`config.mk`:
```
export PLATFORM = sky130hd
export DESIGN_NAME = run_sequencer
export DESIGN_NICKNAME = d
export VERILOG_FILES = /design/src/rtl/run_sequencer.sv
export SDC_FILE = /design/constraint.sdc
export NUM_CORES = 1
export LEC_CHECK = 0
export CAP_MARGIN = 0
export CORE_ASPECT_RATIO = 2
export CORE_MARGIN = 3
export CORE_UTILIZATION = 55
export CTS_CLUSTER_DIAMETER = 30
export DETAILED_ROUTE_END_ITERATION = 7
export PLACE_DENSITY = 0.82
export SLEW_MARGIN = 20
export SYNTH_ARGS = -nofsm -noshare
export SYNTH_HDL_FRONTEND = slang
export SYNTH_SLANG_ARGS = --single-unit
```
`constraint.sdc`:
```
create_clock -name clk -period 6.79 [get_ports clk]
set_clock_uncertainty 0.2 [all_clocks]
set_input_delay 1.0185 -clock clk [delete_from_list [all_inputs] [get_ports clk]]
set_output_delay 1.0185 -clock clk [all_outputs]
set_load 0.005 [all_outputs]
```
`src/rtl/run_sequencer.sv`:
```
// Core bring-up run controller: reset-pulse train, bounded RUN window, retire/cycle counters.
// Optional commit-stall hang detection is enabled by defining RUN_SEQ_STALL_EN.
module run_sequencer #(
    parameter int unsigned NUM_PULSES    = 2,
    parameter int unsigned ASSERT_CYCLES = 3,
    parameter int unsigned GAP_CYCLES    = 3,
    parameter int unsigned RUN_CYCLES    = 50,
    parameter int unsigned COMMIT_WIDTH  = 2,
    parameter int unsigned STALL_LIMIT   = 16,
    parameter int unsigned CNT_W         = 16
) (
    input  logic                    clk,
    input  logic                    reset,
    input  logic                    start,
    input  logic [COMMIT_WIDTH-1:0] commit_valid,
    output logic                    core_reset,
    output logic [2:0]              state,
    output logic [CNT_W-1:0]        cycle_count,
    output logic [CNT_W-1:0]        retired_count,
    output logic                    done,
    output logic                    timeout
);

    localparam int unsigned PHASE_MAX = (ASSERT_CYCLES > GAP_CYCLES) ? ASSERT_CYCLES : GAP_CYCLES;
    localparam int unsigned PHASE_W   = $clog2(PHASE_MAX + 1);
    localparam int unsigned PULSE_W   = $clog2(NUM_PULSES + 1);
    localparam int unsigned PC_W      = $clog2(COMMIT_WIDTH + 1);
    localparam int unsigned SUM_W     = CNT_W + PC_W;
    localparam logic [CNT_W-1:0] CNT_MAX = '1;
    // A RUN_CYCLES above the saturation point can never be reached, so done never fires.
    localparam bit RUN_FITS = (CNT_W >= 32) || (RUN_CYCLES < (32'd1 << CNT_W));
    localparam logic [CNT_W-1:0] RUN_TARGET = CNT_W'(RUN_CYCLES);

    typedef enum logic [2:0] {
        StIdle = 3'd0,
        StHold = 3'd1,
        StGap  = 3'd2,
        StRun  = 3'd3,
        StDone = 3'd4,
        StHang = 3'd5
    } state_e;

    state_e               state_q, state_d;
    logic [PHASE_W-1:0]   phase_q, phase_d;
    logic [PULSE_W-1:0]   pulse_q, pulse_d;
    logic [CNT_W-1:0]     cycle_q, cycle_d;
    logic [CNT_W-1:0]     retired_q, retired_d;
    logic                 core_reset_q, core_reset_d;
    logic                 done_q, done_d;

    logic [PC_W-1:0]      commit_pop;
    logic [SUM_W-1:0]     retired_sum;
    logic [CNT_W-1:0]     cycle_inc, retired_inc;
    logic                 run_hit, hang_hit, restart;

    always_comb begin
        commit_pop = '0;
        for (int i = 0; i < COMMIT_WIDTH; i++) begin
            commit_pop = commit_pop + PC_W'(commit_valid[i]);
        end
    end

    assign retired_sum = SUM_W'(retired_q) + SUM_W'(commit_pop);
    assign retired_inc = (retired_sum > SUM_W'(CNT_MAX)) ? CNT_MAX : retired_sum[CNT_W-1:0];
    assign cycle_inc   = (cycle_q == CNT_MAX) ? cycle_q : cycle_q + CNT_W'(1);
    assign run_hit     = RUN_FITS && (cycle_inc == RUN_TARGET);
    assign restart     = start && ((state_q == StIdle) || (state_q == StDone) ||
                                   (state_q == StHang));

`ifdef RUN_SEQ_STALL_EN
    localparam int unsigned STALL_W = $clog2(STALL_LIMIT + 1);

    logic [STALL_W-1:0] stall_q, stall_d, stall_inc;
    logic               timeout_q, timeout_d;
    logic               commit_any;

    assign commit_any = |commit_valid;
    assign stall_inc  = stall_q + STALL_W'(1);
    assign hang_hit   = (state_q == StRun) && !commit_any &&
                        (stall_inc == STALL_W'(STALL_LIMIT));

    always_comb begin
        stall_d   = stall_q;
        timeout_d = timeout_q;
        if (restart) begin
            stall_d   = '0;
            timeout_d = 1'b0;
        end else if (state_q == StRun) begin
            stall_d   = commit_any ? '0 : stall_inc;
            timeout_d = hang_hit;
        end
    end

    always_ff @(posedge clk or negedge reset) begin
        if (!reset) begin
            stall_q   <= '0;
            timeout_q <= 1'b0;
        end else begin
            stall_q   <= stall_d;
            timeout_q <= timeout_d;
        end
    end

    assign timeout = timeout_q;
`else
    assign hang_hit = 1'b0;
    assign timeout  = 1'b0;
`endif

    // State register
    always_ff @(posedge clk or negedge reset) begin
        if (!reset) begin
            state_q      <= StIdle;
            phase_q      <= '0;
            pulse_q      <= '0;
            cycle_q      <= '0;
            retired_q    <= '0;
            core_reset_q <= 1'b1;
            done_q       <= 1'b0;
        end else begin
            state_q      <= state_d;
            phase_q      <= phase_d;
            pulse_q      <= pulse_d;
            cycle_q      <= cycle_d;
            retired_q    <= retired_d;
            core_reset_q <= core_reset_d;
            done_q       <= done_d;
        end
    end

    // Next-state logic; hang takes priority over done in the same cycle
    always_comb begin
        state_d = state_q;
        case (state_q)
            StIdle, StDone, StHang: begin
                if (start) state_d = StHold;
            end
            StHold: begin
                if (phase_q == PHASE_W'(1)) begin
                    state_d = (pulse_q < PULSE_W'(NUM_PULSES)) ? StGap : StRun;
                end
            end
            StGap: begin
                if (phase_q == PHASE_W'(1)) state_d = StHold;
            end
            StRun: begin
                if (hang_hit) begin
                    state_d = StHang;
                end else if (run_hit) begin
                    state_d = StDone;
                end
            end
            default: state_d = StIdle;
        endcase
    end

    // Output and datapath next values; core_reset is registered from the next state
    always_comb begin
        phase_d      = phase_q;
        pulse_d      = pulse_q;
        cycle_d      = cycle_q;
        retired_d    = retired_q;
        done_d       = done_q;
        core_reset_d = (state_d == StIdle) || (state_d == StHold);
        if (restart) begin
            phase_d   = PHASE_W'(ASSERT_CYCLES);
            pulse_d   = PULSE_W'(1);
            cycle_d   = '0;
            retired_d = '0;
            done_d    = 1'b0;
        end else begin
            case (state_q)
                StHold: begin
                    if (phase_q == PHASE_W'(1)) begin
                        phase_d = (state_d == StGap) ? PHASE_W'(GAP_CYCLES) : '0;
                    end else begin
                        phase_d = phase_q - PHASE_W'(1);
                    end
                end
                StGap: begin
                    if (phase_q == PHASE_W'(1)) begin
                        phase_d = PHASE_W'(ASSERT_CYCLES);
                        pulse_d = pulse_q + PULSE_W'(1);
                    end else begin
                        phase_d = phase_q - PHASE_W'(1);
                    end
                end
                StRun: begin
                    cycle_d   = cycle_inc;
                    retired_d = retired_inc;
                    done_d    = (state_d == StDone);
                end
                default: ;
            endcase
        end
    end

    assign state         = state_q;
    assign core_reset    = core_reset_q;
    assign cycle_count   = cycle_q;
    assign retired_count = retired_q;
    assign done          = done_q;

endmodule
```
# Word-level counts from Yosys, hierarchy flattened
# Index checks and enable logic that the tools add are counted.
[op_classes] n_lt_le_gt_ge=2 n_addsub=5 bitwise=0 div_mod_pow=0 n_mul=0 muxes=22 n_eq_ne=11 n_reduce_logical=12 n_shift=0
[op_table] cell="$mux 16" count=6
[op_table] cell="$add 16x2->17" count=1
[op_table] cell="$gt 17x16->1 const B" count=1
[op_table] cell="$add 16x1->16 const B" count=1
[op_table] cell="$eq 16x16->1 const B" count=1
[op_table] cell="$eq 16x6->1 const B" count=1
[op_table] cell="$mux 2" count=7
[op_table] cell="$mux 3" count=4
[op_table] cell="$pmux 3 s4" count=1
[op_table] cell="$eq 3x2->1 const B" count=3
[op_table] cell="$eq 3x3->1 const B" count=3
[op_table] cell="$eq 3x1->1 const B" count=2
[op_table] cell="$logic_not 3->1" count=2
[op_table] cell="$reduce_bool 2->1" count=3
[op_table] cell="$pmux 2 s2" count=1
[op_table] cell="$logic_or 1x1->1" count=3
[op_table] cell="$mux 1" count=3
[op_table] cell="$reduce_bool 3->1" count=1
[op_table] cell="$reduce_or 3->1" count=1
[op_table] cell="$add 1x1->2" count=1
[op_table] cell="$add 2x1->2 const B" count=1
[op_table] cell="$eq 2x1->1 const B" count=1
[op_table] cell="$lt 2x2->1 const B" count=1
[op_table] cell="$reduce_and 2->1" count=1
[op_table] cell="other kinds (2)" count=2
[totals] word_cells=59 reg_bits=41 latchBits=0 rom_bits=0 ram_bits=0 n_memories=0

# Longest topological paths before layout
# Gate-level depths: netlist of the first run.
[logic_depth] word_depth=10 mapped_depth=9 depth_no_buf=8

# Worst setup path before layout of the first run
# No wires, ideal clock.
[synth_timing] kind="input-to-reg" start="in commit_valid[0]" end="reg retired_q[3], in the netlist retired_count[3]" setup_slack_ns=3.747 setup_ns=0.123 n_path_buf=1 arrival_time_ns=2.721 t_required_ns=6.467 stages=8 cell_sequence="fa_1 -> ha_1 -> and3_1 -> nand4_1 -> or2_2 -> clkbuf_1 -> nand2_1 -> o221a_2"
[synth_between] elab_chain_cells=6
[synth_rtl] item="start, declared" line_no="15" rtl="input logic [COMMIT_WIDTH-1:0] commit_valid,"
[synth_rtl] item="$add 1x1->2 (*)" line_no="59" rtl="commit_pop = commit_pop + PC_W'(commit_valid[i]);"
[synth_rtl] item="$add 16x2->17 (*)" line_no="63" rtl="assign retired_sum = SUM_W'(retired_q) + SUM_W'(commit_pop);"
[synth_rtl] item="$gt 17x16->1" line_no="64" rtl="assign retired_inc = (retired_sum > SUM_W'(CNT_MAX)) ? CNT_MAX : retired_sum[CNT_W-1:0];"
[synth_rtl] item="$mux 16 (*)" line_no="64"
[synth_rtl] item="$mux 16 (*)" line_no="172" rtl="case (state_q)"
[synth_rtl] item="$mux 16 (*)" line_no="165" rtl="if (restart) begin"
[synth_rtl] item="end signal, assigned" line_no="125" rtl="retired_q <= retired_d;"
[synth_rtl] item="end, declared" line_no="47" rtl="logic [CNT_W-1:0] retired_q, retired_d;"
# Every way passes the cells marked *; elsewhere a longest branch is shown, timed or not. The select of a mux whose other input is x is not followed.
# A chain may end at the register's enable or synchronous reset.

# Worst setup path after layout of the first run
[layout_timing] start="in commit_valid[0]" end="reg retired_q[9], in the netlist retired_count[9]"
# The elaborated chain is that of the path after synthesis.

==> flow_summary_export.csv, run 1 <==
group,metric,value,unit
outcome,outcome,"finished clean",
yosys,ys.flop_type,"dfrtp_1",
power_and_ir_drop,power.internal,425,µW
global_routing,grt_use_total,26.2,%
layout,ff_latch_area,1030,µm²
layout,drive_gt1_share,6.10,%
timing,rsz0062_at_grt,"false",
power_and_ir_drop,power.clock.fraction,28.2,%
layout,multi_input_area,1440,µm²
timing,drv_slew,0,
place,placed_area,2980,µm²
critical_path,slowest_delay,490,ps
yosys,synth_compound_area_share,21.8,%
detailed_routing,wl_per_cell,17.9,µm
place,place_ws,3260,ps
yosys,syn_area_per_cell,8.70,µm²
clock_tree,clk_path_buf_depth,2,
detailed_routing,drc,0,
place,placed_cells,374,
critical_path,critical_path.cell_chain,"clkdlybuf4s50_1 > fa_1 > ha_1 > and3_1 > nand4_1 > or2_2 > o21ai_0 > a21oi_1 > a211oi_1",
layout,fin_nets,338,
power_and_ir_drop,vdd_ir_drop_max,0.000185,V
layout,areaGrowthSynthToFinish,17.9,%
detailed_routing,ant_nets,0,
detailed_routing,dr_total_vias,2498,
yosys,synth_fa_ha_area_share,3.18,%
clock_tree,clock-sinks,41,
floorplan,fp.dieW,54.6,µm
detailed_routing,drt_iter0_drc,79,
clock_tree,clk_latency,290,ps
critical_path,critPathLaunchType,"primary input",
clock_tree,cts_tree,"built",
yosys,synthMuxAreaShare,2.31,%
layout,fin_cells,382,
yosys,synth_area_leaders,"dfrtp_1 (38%), nor2_1 (4.5%), o21ai_0 (3.8%), a21oi_1 (3.7%), nand3_1 (3.5%)",
global_routing,grt_pass1_vias,2407,
yosys,synth-xor-area-share,2.02,%
critical_path,crit_family,"simple AND/OR/NAND/NOR gates",
power_and_ir_drop,p_comb_share,20.6,%
global_routing,gr-total-overflow,0,
timing,worstMarginPinSlew,939,ps
place,port_buffers,41,
critical_path,worstPathRequired,6790,ps
detailed_routing,first_pass_iters,4,
clock_tree,cts_max_level,2,
yosys,synth_top_family_by_area,"simple AND/OR/NAND/NOR gates",
timing,fmax,0.310,GHz
power_and_ir_drop,switching_share,27.7,%
timing,finalSetupTns,0,ps
yosys,synthCells,299,
layout,nFillCells,385,
floorplan,coreArea,4470,µm²
detailed_routing,viasPerCell,6.54,
critical_path,crit_slowest_cell,"clkdlybuf4s50_1",
clock_tree,clkTransAtPathRegs,80,ps
clock_tree,cts_resized,0,
power_and_ir_drop,powerDensity,192,nW/µm²
floorplan,ios,43,
yosys,synthArstFlopShare,100,%
clock_tree,hold_buffers,0,
yosys,synthDistinctLibCells,59,
timing,finalWorstSetupSlack,3560,ps
power_and_ir_drop,power,588,µW
yosys,yosysSeqAreaShare,39.5,%
power_and_ir_drop,seqPwrFrac,51.2,%
clock_tree,cts_buffers,5,
yosys,ys_seq_elements,41,
critical_path,cp_max_fo,11,
global_routing,grt_max_degree,42,
critical_path,end_kind,"register",
clock_tree,postCtsSetupBuffers,0,
timing,finalCritPeriodShare,47.5,%
layout,diodes,0,
timing,period_minus_slack,3230,ps
critical_path,cp.arrival,3230,ps
power_and_ir_drop,p_leak,0.00120,µW
timing,hold_violations,0,
timing,relSlewSlack,37.4,%
layout,finish.instance_area,3070,µm²
hold_path,hp-class,"register to register",
critical_path,cp_num_buf_inv,1,
floorplan,row_count,34,
flow_run,cap_violations,0,
floorplan,start_util,58.2,%
place,gp_congestion,0.917,
yosys,synthSimpleGateAreaFrac,26.0,%
global_routing,grt_pass1_wl,11.1,mm
floorplan,die_h,103,µm
place,dpl.hpwl,4.82,mm
yosys,yosys.area.top_type_share,38.5,%
power_and_ir_drop,p_sw,163,µW
yosys,synth-edff-count,0,
yosys,synth_fp_nets,310,
global_routing,antenna_found_initial,0,
yosys,yosys.area.top_type,"dfrtp_1",
yosys,synth_warnings,0,
critical_path,path_class,"primary input to register",
floorplan,die-area,5640,µm²
clock_tree,cts-root-buf,"clkbuf_8",
timing,setup_viol,0,
detailed_routing,routed_wl,6.84,mm
yosys,syn_area,2600,µm²
synthesized netlist by cell type, drive strengths merged, types with 3 or more instances:
library cell  number
dfrtp             40
nor2              31
nand2             21
o21ai             21
a21oi             19
nand3             18
a31oi             12
buf               11
nor4              11
clkbuf            10
nand4              9
and3               8
inv                7
mux2i              6
ha                 5
nor3               5
o31ai              4
xnor2              4
a211oi             3
a22o               3
nand2b             3
nor2b              3
or2                3
state kept, by name (all words and copies together) (netlist names):
signal / count
phase_q: 2
core_reset: 1
done: 1
cycle_count: 16
pulse_q: 2
retired_count: 16
state: 3
cells by family after synthesis:
kind of cell,count (synthesis)
AOI/OAI and AO/OA,87
adders and majority gates,6
muxes,6
buffers and inverters,28
xor gates and xnor gates,6
DFF,41
other,1
and+or+nand+nor,124
power groups by stage:
stage          Clock, µW  Combinational, µW  Sequential (µW)
2_1_floorplan          0               55.4              301
5_1_grt              180                136              306
3_3_place_gp           0                118              303
6_report             166                121              301
4_1_cts              170                122              300
3_5_place_dp           0                122              305
layout by cell type, fill, tap and decap left out, types with 3 or more instances in the layout:
master / netlist / layout
xnor2_1: 4 / 4
nor2_1: 31 / 31
a21oi_1: 19 / 19
nand2b_1: 3 / 3
nand4_1: 6 / 6
nor3_1: 4 / 4
ha_1: 5 / 5
nor2b_1: 3 / 3
dfrtp_1: 40 / 40
a31oi_1: 12 / 12
nand3_1: 18 / 18
a22o_1: 3 / 3
and3_1: 8 / 8
o21ai_0: 20 / 20
clkdlybuf4s50_1: 0 / 40
nand4_2: 3 / 3
nor4_1: 10 / 10
or2_2: 3 / 3
o31ai_1: 4 / 4
nand2_1: 21 / 21
clkbuf_8: 0 / 6
inv_1: 7 / 7
mux2i_1: 6 / 6
a211oi_1: 3 / 3
metal layers:
| layer | share of wire (%) | wire length (µm) | up-vias | track usage, % |
|---|---|---|---|---|
| li1 | - | - | 1169 | - |
| met1 | 36 | 2470 | 1198 | 28.8 |
| met3 | 5.3 | 365 | 23 | 4.16 |
| met5 | 0 | 0 | - | 0 |
| met2 | 54 | 3720 | 108 | 44.2 |
| met4 | 4.2 | 287 | 0 | 17.1 |
worst paths after layout:
path | from | to | slack [ps] | cells after the start
worst max-delay path | commit_valid[0] | retired_count[9] | 3560 | 9
max in group asynchronous | reset | retired_count[15] | 5130 | 1
worst min-delay path | done | done | 310 | 1
worst min register to register | done | done | 310 | 1
min in group asynchronous | reset | phase_q[1] | 660 | 1
worst max register to register | cycle_count[0] | state[0] | 3790 | 7
cell type report:
cell class                      count  share of cell area [%]
Multi-Input combinational cell    230                    47.0
Clock buffer                        8                    2.94
Timing Repair Buffer               42                    13.5
Tap cell                           54                    2.20
Sequential cell                    41                    33.5
Inverter                            7                   0.857
stage by stage:
step	hold WS [ps]	util [%]
finish	312	68.7
global route	350	68.7
CTS	316	68.7
detailed placement	294	66.6
global placement	289	66.6
floorplan	288	-
(Power assumes the default switching activity.)
==> run 2: changes to the inputs <==
--- a/config.mk
+++ b/config.mk
@@ -8,10 +8,10 @@
 export CAP_MARGIN = 0
 export CORE_ASPECT_RATIO = 2
 export CORE_MARGIN = 3
-export CORE_UTILIZATION = 55
+export CORE_UTILIZATION = 54
 export CTS_CLUSTER_DIAMETER = 30
 export DETAILED_ROUTE_END_ITERATION = 7
-export PLACE_DENSITY = 0.82
+export PLACE_DENSITY = 0.81
 export SLEW_MARGIN = 20
 export SYNTH_ARGS = -nofsm -noshare
 export SYNTH_HDL_FRONTEND = slang
==> constraint.sdc (replaced) <==
create_clock -name clk -period 3.26 [get_ports clk]
set_clock_uncertainty 0.2 [all_clocks]
set_input_delay 0.489 -clock clk [delete_from_list [all_inputs] [get_ports clk]]
set_output_delay 0.489 -clock clk [all_outputs]
set_load 0.005 [all_outputs]
==> flow_summary_export.csv, run 2 (synthesized netlist as in run 1, its figures left out) <==
group,metric,value,unit
floorplan,row_count,35,
clock_tree,cts_tree,"built",
global_routing,grt_pass1_wl,11.6,mm
power_and_ir_drop,powerDensity,409,nW/µm²
timing,relSlewSlack,38.0,%
detailed_routing,routed_wl,6.87,mm
critical_path,cp_max_fo,11,
clock_tree,cts_max_level,2,
critical_path,cp-startpoint,"commit_valid[0]",
detailed_routing,dr_total_vias,2483,
power_and_ir_drop,vdd_ir_drop_max,0.000439,V
floorplan,ios,43,
global_routing,grt_max_degree,42,
outcome,outcome,"finished clean",
timing,setup_viol,0,
critical_path,crit_slowest_cell,"clkdlybuf4s50_1",
layout,fin_nets,345,
power_and_ir_drop,p_leak,0.00124,µW
global_routing,grt_util_met1,31.2,%
layout,diodes,0,
timing,finalCritPeriodShare,83.2,%
layout,layout_common_cells,"dfrtp_1 (40), clkdlybuf4s50_1 (40), nor2_1 (31)",
critical_path,critPathLaunchType,"primary input",
floorplan,die_h,104,µm
clock_tree,clkTransAtPathRegs,90,ps
layout,nFillCells,410,
flow_run,cap_violations,0,
detailed_routing,first_pass_iters,5,
layout,areaGrowthSynthToFinish,20.7,%
hold_path,hp-class,"primary input to asynchronous set/reset pin",
global_routing,grt_use_total,26.4,%
timing,finalSetupTns,0,ps
critical_path,slowest_delay,490,ps
clock_tree,clk_latency,290,ps
layout,drive_gt1_share,8.36,%
clock_tree,cts_buffers,5,
timing,fmax,0.369,GHz
detailed_routing,viasPerCell,6.37,
floorplan,coreArea,4640,µm²
layout,finish.instance_area,3140,µm²
timing,drv_slew,0,
floorplan,die-area,5730,µm²
clock_tree,postCtsSetupBuffers,0,
place,placed_area,3030,µm²
floorplan,fp.dieW,55.1,µm
clock_tree,cts_resized,0,
timing,hold_violations,0,
detailed_routing,ant_nets,0,
clock_tree,clock-sinks,41,
clock_tree,cts-root-buf,"clkbuf_8",
place,dpl.hpwl,4.97,mm
global_routing,grt_util_met2,43.9,%
critical_path,path_class,"primary input to register",
critical_path,end_kind,"register",
critical_path,worstPathRequired,3270,ps
timing,rsz0062_at_grt,"false",
timing,worstMarginPinSlew,930,ps
critical_path,cp.arrival,2720,ps
floorplan,start_util,56.0,%
global_routing,busiest_layer,"met2",
global_routing,grt_use_met3,4.02,%
clock_tree,hold_buffers,0,
layout,final_util,67.6,%
clock_tree,clk_path_buf_depth,2,
place,gp_congestion,0.991,
detailed_routing,drt_iter0_drc,126,
detailed_routing,drc,0,
global_routing,gr-total-overflow,0,
global_routing,antenna_found_initial,0,
place,port_buffers,41,
detailed_routing,wl_per_cell,17.6,µm
global_routing,grt_pass1_vias,2455,
critical_path,critical_path.cell_chain,"clkdlybuf4s50_1 > fa_1 > ha_1 > and3_1 > nand4_1 > or2_2 > o21ai_0 > a21oi_1 > a211oi_1",
timing,period_minus_slack,2710,ps
critical_path,rr_startpoint,"cycle_count[0]",
[run 2: changes by cell type in the layout (fill, tap and decap cells not counted)]
cell	before	now
buf_4	1	8
clkbuf_8	6	5
bufinv_16	0	1
clkinv_2	0	1
clkbuf_1	2	1
[run 2: per-layer routing]
metal | wire, µm | part of all wire [%] | up-vias
li1 | - | - | 1180
met1 | 2560 | 37 | 1184
met2 | 3740 | 54 | 96
met3 | 328 | 4.8 | 23
met4 | 250 | 3.6 | 0
met5 | 0 | 0 | -
[run 2: power by group]
group          internal (µW)  switching (µW)
clock network            228             180
logic                    153            99.1
registers                559            63.0
[run 2: path summary, 6_finish.rpt]
check | endpoint | slack [ps] | cells past startpoint
worst max-delay path | retired_count[9] | 550 | 9
worst min register to register | done | 310 | 1
max in group asynchronous | cycle_count[8] | 2150 | 1
min in group clk | done | 310 | 1
worst max register to register | done | 610 | 7
worst min-delay path | phase_q[1] | 130 | 1
[run 2: cell type report]
class / count / area [µm²] / share of cell area (%)
Timing Repair Buffer: 49 / 465 / 14.8
Multi-Input combinational cell: 230 / 1440 / 46.0
Clock buffer: 6 / 72.6 / 2.31
Sequential cell: 41 / 1030 / 32.7
Inverter: 7 / 26.3 / 0.837
Tap cell: 55 / 68.8 / 2.19
Clock inverter: 2 / 35.0 / 1.12
[run 2: critical path, delay by kind of cell]
family	cells	cell delay, ps
compound gates	3	440
simple gates	3	880
fa+ha+maj	2	420
buf+inv	1	490
[run 2: metrics by stage]
stage	total power (µW)	worst slack (ps)	cells	hold slack [ps]
after CTS	1290	559	390	160
after global routing	1350	358	390	194
final	1280	549	390	131
after detailed placement	885	245	382	287
after floorplan	742	746	299	-6.59
after global placement	880	340	382	290
==> run 3: changes to the inputs <==
==> constraint.sdc (replaced) <==
create_clock -name clk -period 2.8 [get_ports clk]
set_clock_uncertainty 0.2 [all_clocks]
set_input_delay 0.42 -clock clk [delete_from_list [all_inputs] [get_ports clk]]
set_output_delay 0.42 -clock clk [all_outputs]
set_load 0.005 [all_outputs]
==> flow_summary_export.csv, run 3 (synthesized netlist as in run 1, its figures left out) <==
group,metric,value,unit
outcome,outcome,"finished clean",
global_routing,grt_use_total,28.8,%
power_and_ir_drop,power.clock.fraction,32.9,%
timing,drv_slew,0,
timing,worstMarginPinSlew,945,ps
global_routing,grt_max_degree,42,
clock_tree,clock-sinks,41,
layout,layout_common_cells,"dfrtp_1 (40), clkdlybuf4s50_1 (40), nor2_1 (31)",
power_and_ir_drop,p_leak,0.00132,µW
timing,hold_ws,61.6,ps
critical_path,critPathLaunchType,"register",
clock_tree,cts_resized,0,
power_and_ir_drop,powerDensity,466,nW/µm²
critical_path,path_common_cell,"buf_4",
layout,diodes,0,
timing,hold_violations,0,
floorplan,die_h,104,µm
global_routing,grt_pass1_wl,12.3,mm
power_and_ir_drop,power.internal,1120,µW
clock_tree,postCtsSetupBuffers,0,
layout,drive_gt1_share,12.3,%
layout,finish.instance_area,3270,µm²
detailed_routing,first_pass_iters,4,
place,placed_area,3160,µm²
timing,finalWorstSetupSlack,190,ps
critical_path,end_kind,"register",
detailed_routing,drt_iter0_drc,122,
power_and_ir_drop,p_comb_share,19.5,%
critical_path,slowest_delay,610,ps
clock_tree,hold_buffers,0,
floorplan,fp.dieW,55.1,µm
critical_path,worstPathRequired,2800,ps
timing,period_minus_slack,2610,ps
layout,multi_input_area,1440,µm²
power_and_ir_drop,p_sw,405,µW
clock_tree,cts_buffers,5,
detailed_routing,ant_nets,0,
timing,relSlewSlack,37.0,%
layout,ff_latch_area,1030,µm²
timing,rsz0062_at_grt,"false",
floorplan,die-area,5730,µm²
clock_tree,cts_max_level,2,
hold_path,hp-class,"primary input to asynchronous set/reset pin",
floorplan,start_util,56.0,%
detailed_routing,dr_total_vias,2605,
critical_path,path_class,"register to register",
clock_tree,clkTransAtPathRegs,80,ps
floorplan,coreArea,4640,µm²
critical_path,cp.arrival,2610,ps
place,port_buffers,41,
clock_tree,cts_tree,"built",
timing,setup_viol,0,
global_routing,grt_util_met1,33.6,%
place,gp_congestion,0.936,
critical_path,cp.depth,7,
place,dpl.hpwl,5.42,mm
detailed_routing,wl_per_cell,18.6,µm
global_routing,grt_use_met3,3.87,%
floorplan,row_count,35,
power_and_ir_drop,power,1530,µW
power_and_ir_drop,seqPwrFrac,47.6,%
critical_path,cp-startpoint,"cycle_count[2]",
global_routing,busiest_layer,"met2",
clock_tree,clk_path_buf_depth,2,
detailed_routing,drc,0,
place,place_ws,-17.4,ps
layout,nFillCells,394,
layout,fin_cells,405,
global_routing,grt_pass1_vias,2531,
detailed_routing,viasPerCell,6.43,
floorplan,ios,43,
global_routing,antenna_found_initial,0,
clock_tree,cts-root-buf,"clkbuf_8",
power_and_ir_drop,switching_share,26.6,%
critical_path,rr_startpoint,"cycle_count[2]",
timing,finalCritPeriodShare,93.2,%
layout,areaGrowthSynthToFinish,25.8,%
global_routing,gr-total-overflow,0,
place,placed_cells,397,
critical_path,crit_slowest_cell,"or4_1",
critical_path,cp_max_fo,10,
detailed_routing,routed_wl,7.54,mm
critical_path,rr_worst_depth,7,
critical_path,crit_family,"simple AND/OR/NAND/NOR gates",
flow_run,cap_violations,0,
power_and_ir_drop,vdd_ir_drop_max,0.000364,V
global_routing,grt_util_met2,48.2,%
timing,fmax,0.383,GHz
critical_path,critical_path.cell_chain,"nand4_2 > buf_4 > or4_1 > buf_4 > a21oi_1 > o21ai_0 > o31ai_1",
critical_path,cp_num_buf_inv,2,
clock_tree,clk_latency,290,ps
layout,fin_nets,360,
## run 3: final timing paths
kind,to,slack [ps]
worst min register to register,done,330
worst max register to register,cycle_count[5],190
max in group asynchronous,cycle_count[0],1740
worst min-delay path,phase_q[0],60
min in group clk,done,330
worst max-delay path,cycle_count[5],190
## run 3: per-layer routing
layer | vias to the layer above | part of all wire (%) | wire length, µm
li1 | 1208 | - | -
met1 | 1240 | 37 | 2760
met2 | 133 | 55 | 4120
met3 | 24 | 5.1 | 388
met4 | 0 | 3.5 | 266
met5 | - | 0 | 0
## run 3: metrics by stage
stage	TNS, ps	utilization, %
final	0	70.5
after global routing	0	70.5
after CTS	0	70.5
after detailed placement	-36.0	68.0
after global placement	0	68.0
after floorplan	0	-
## run 3: area by class of cell
cell class,instances,area share (%)
multi-input combinational,230,44.1
sequential,41,31.4
inverter,7,0.803
clock inverter,1,0.918
clock buffer,7,2.64
tap,55,2.10
timing repair buffer,64,18.0
## run 3: power by group through the flow
stage,Clock (µW),Sequential (µW),Combinational [µW]
floorplan,0,730,134
global placement,0,734,287
detailed placement,0,738,298
CTS,513,726,298
global route,531,736,342
finish,501,727,297
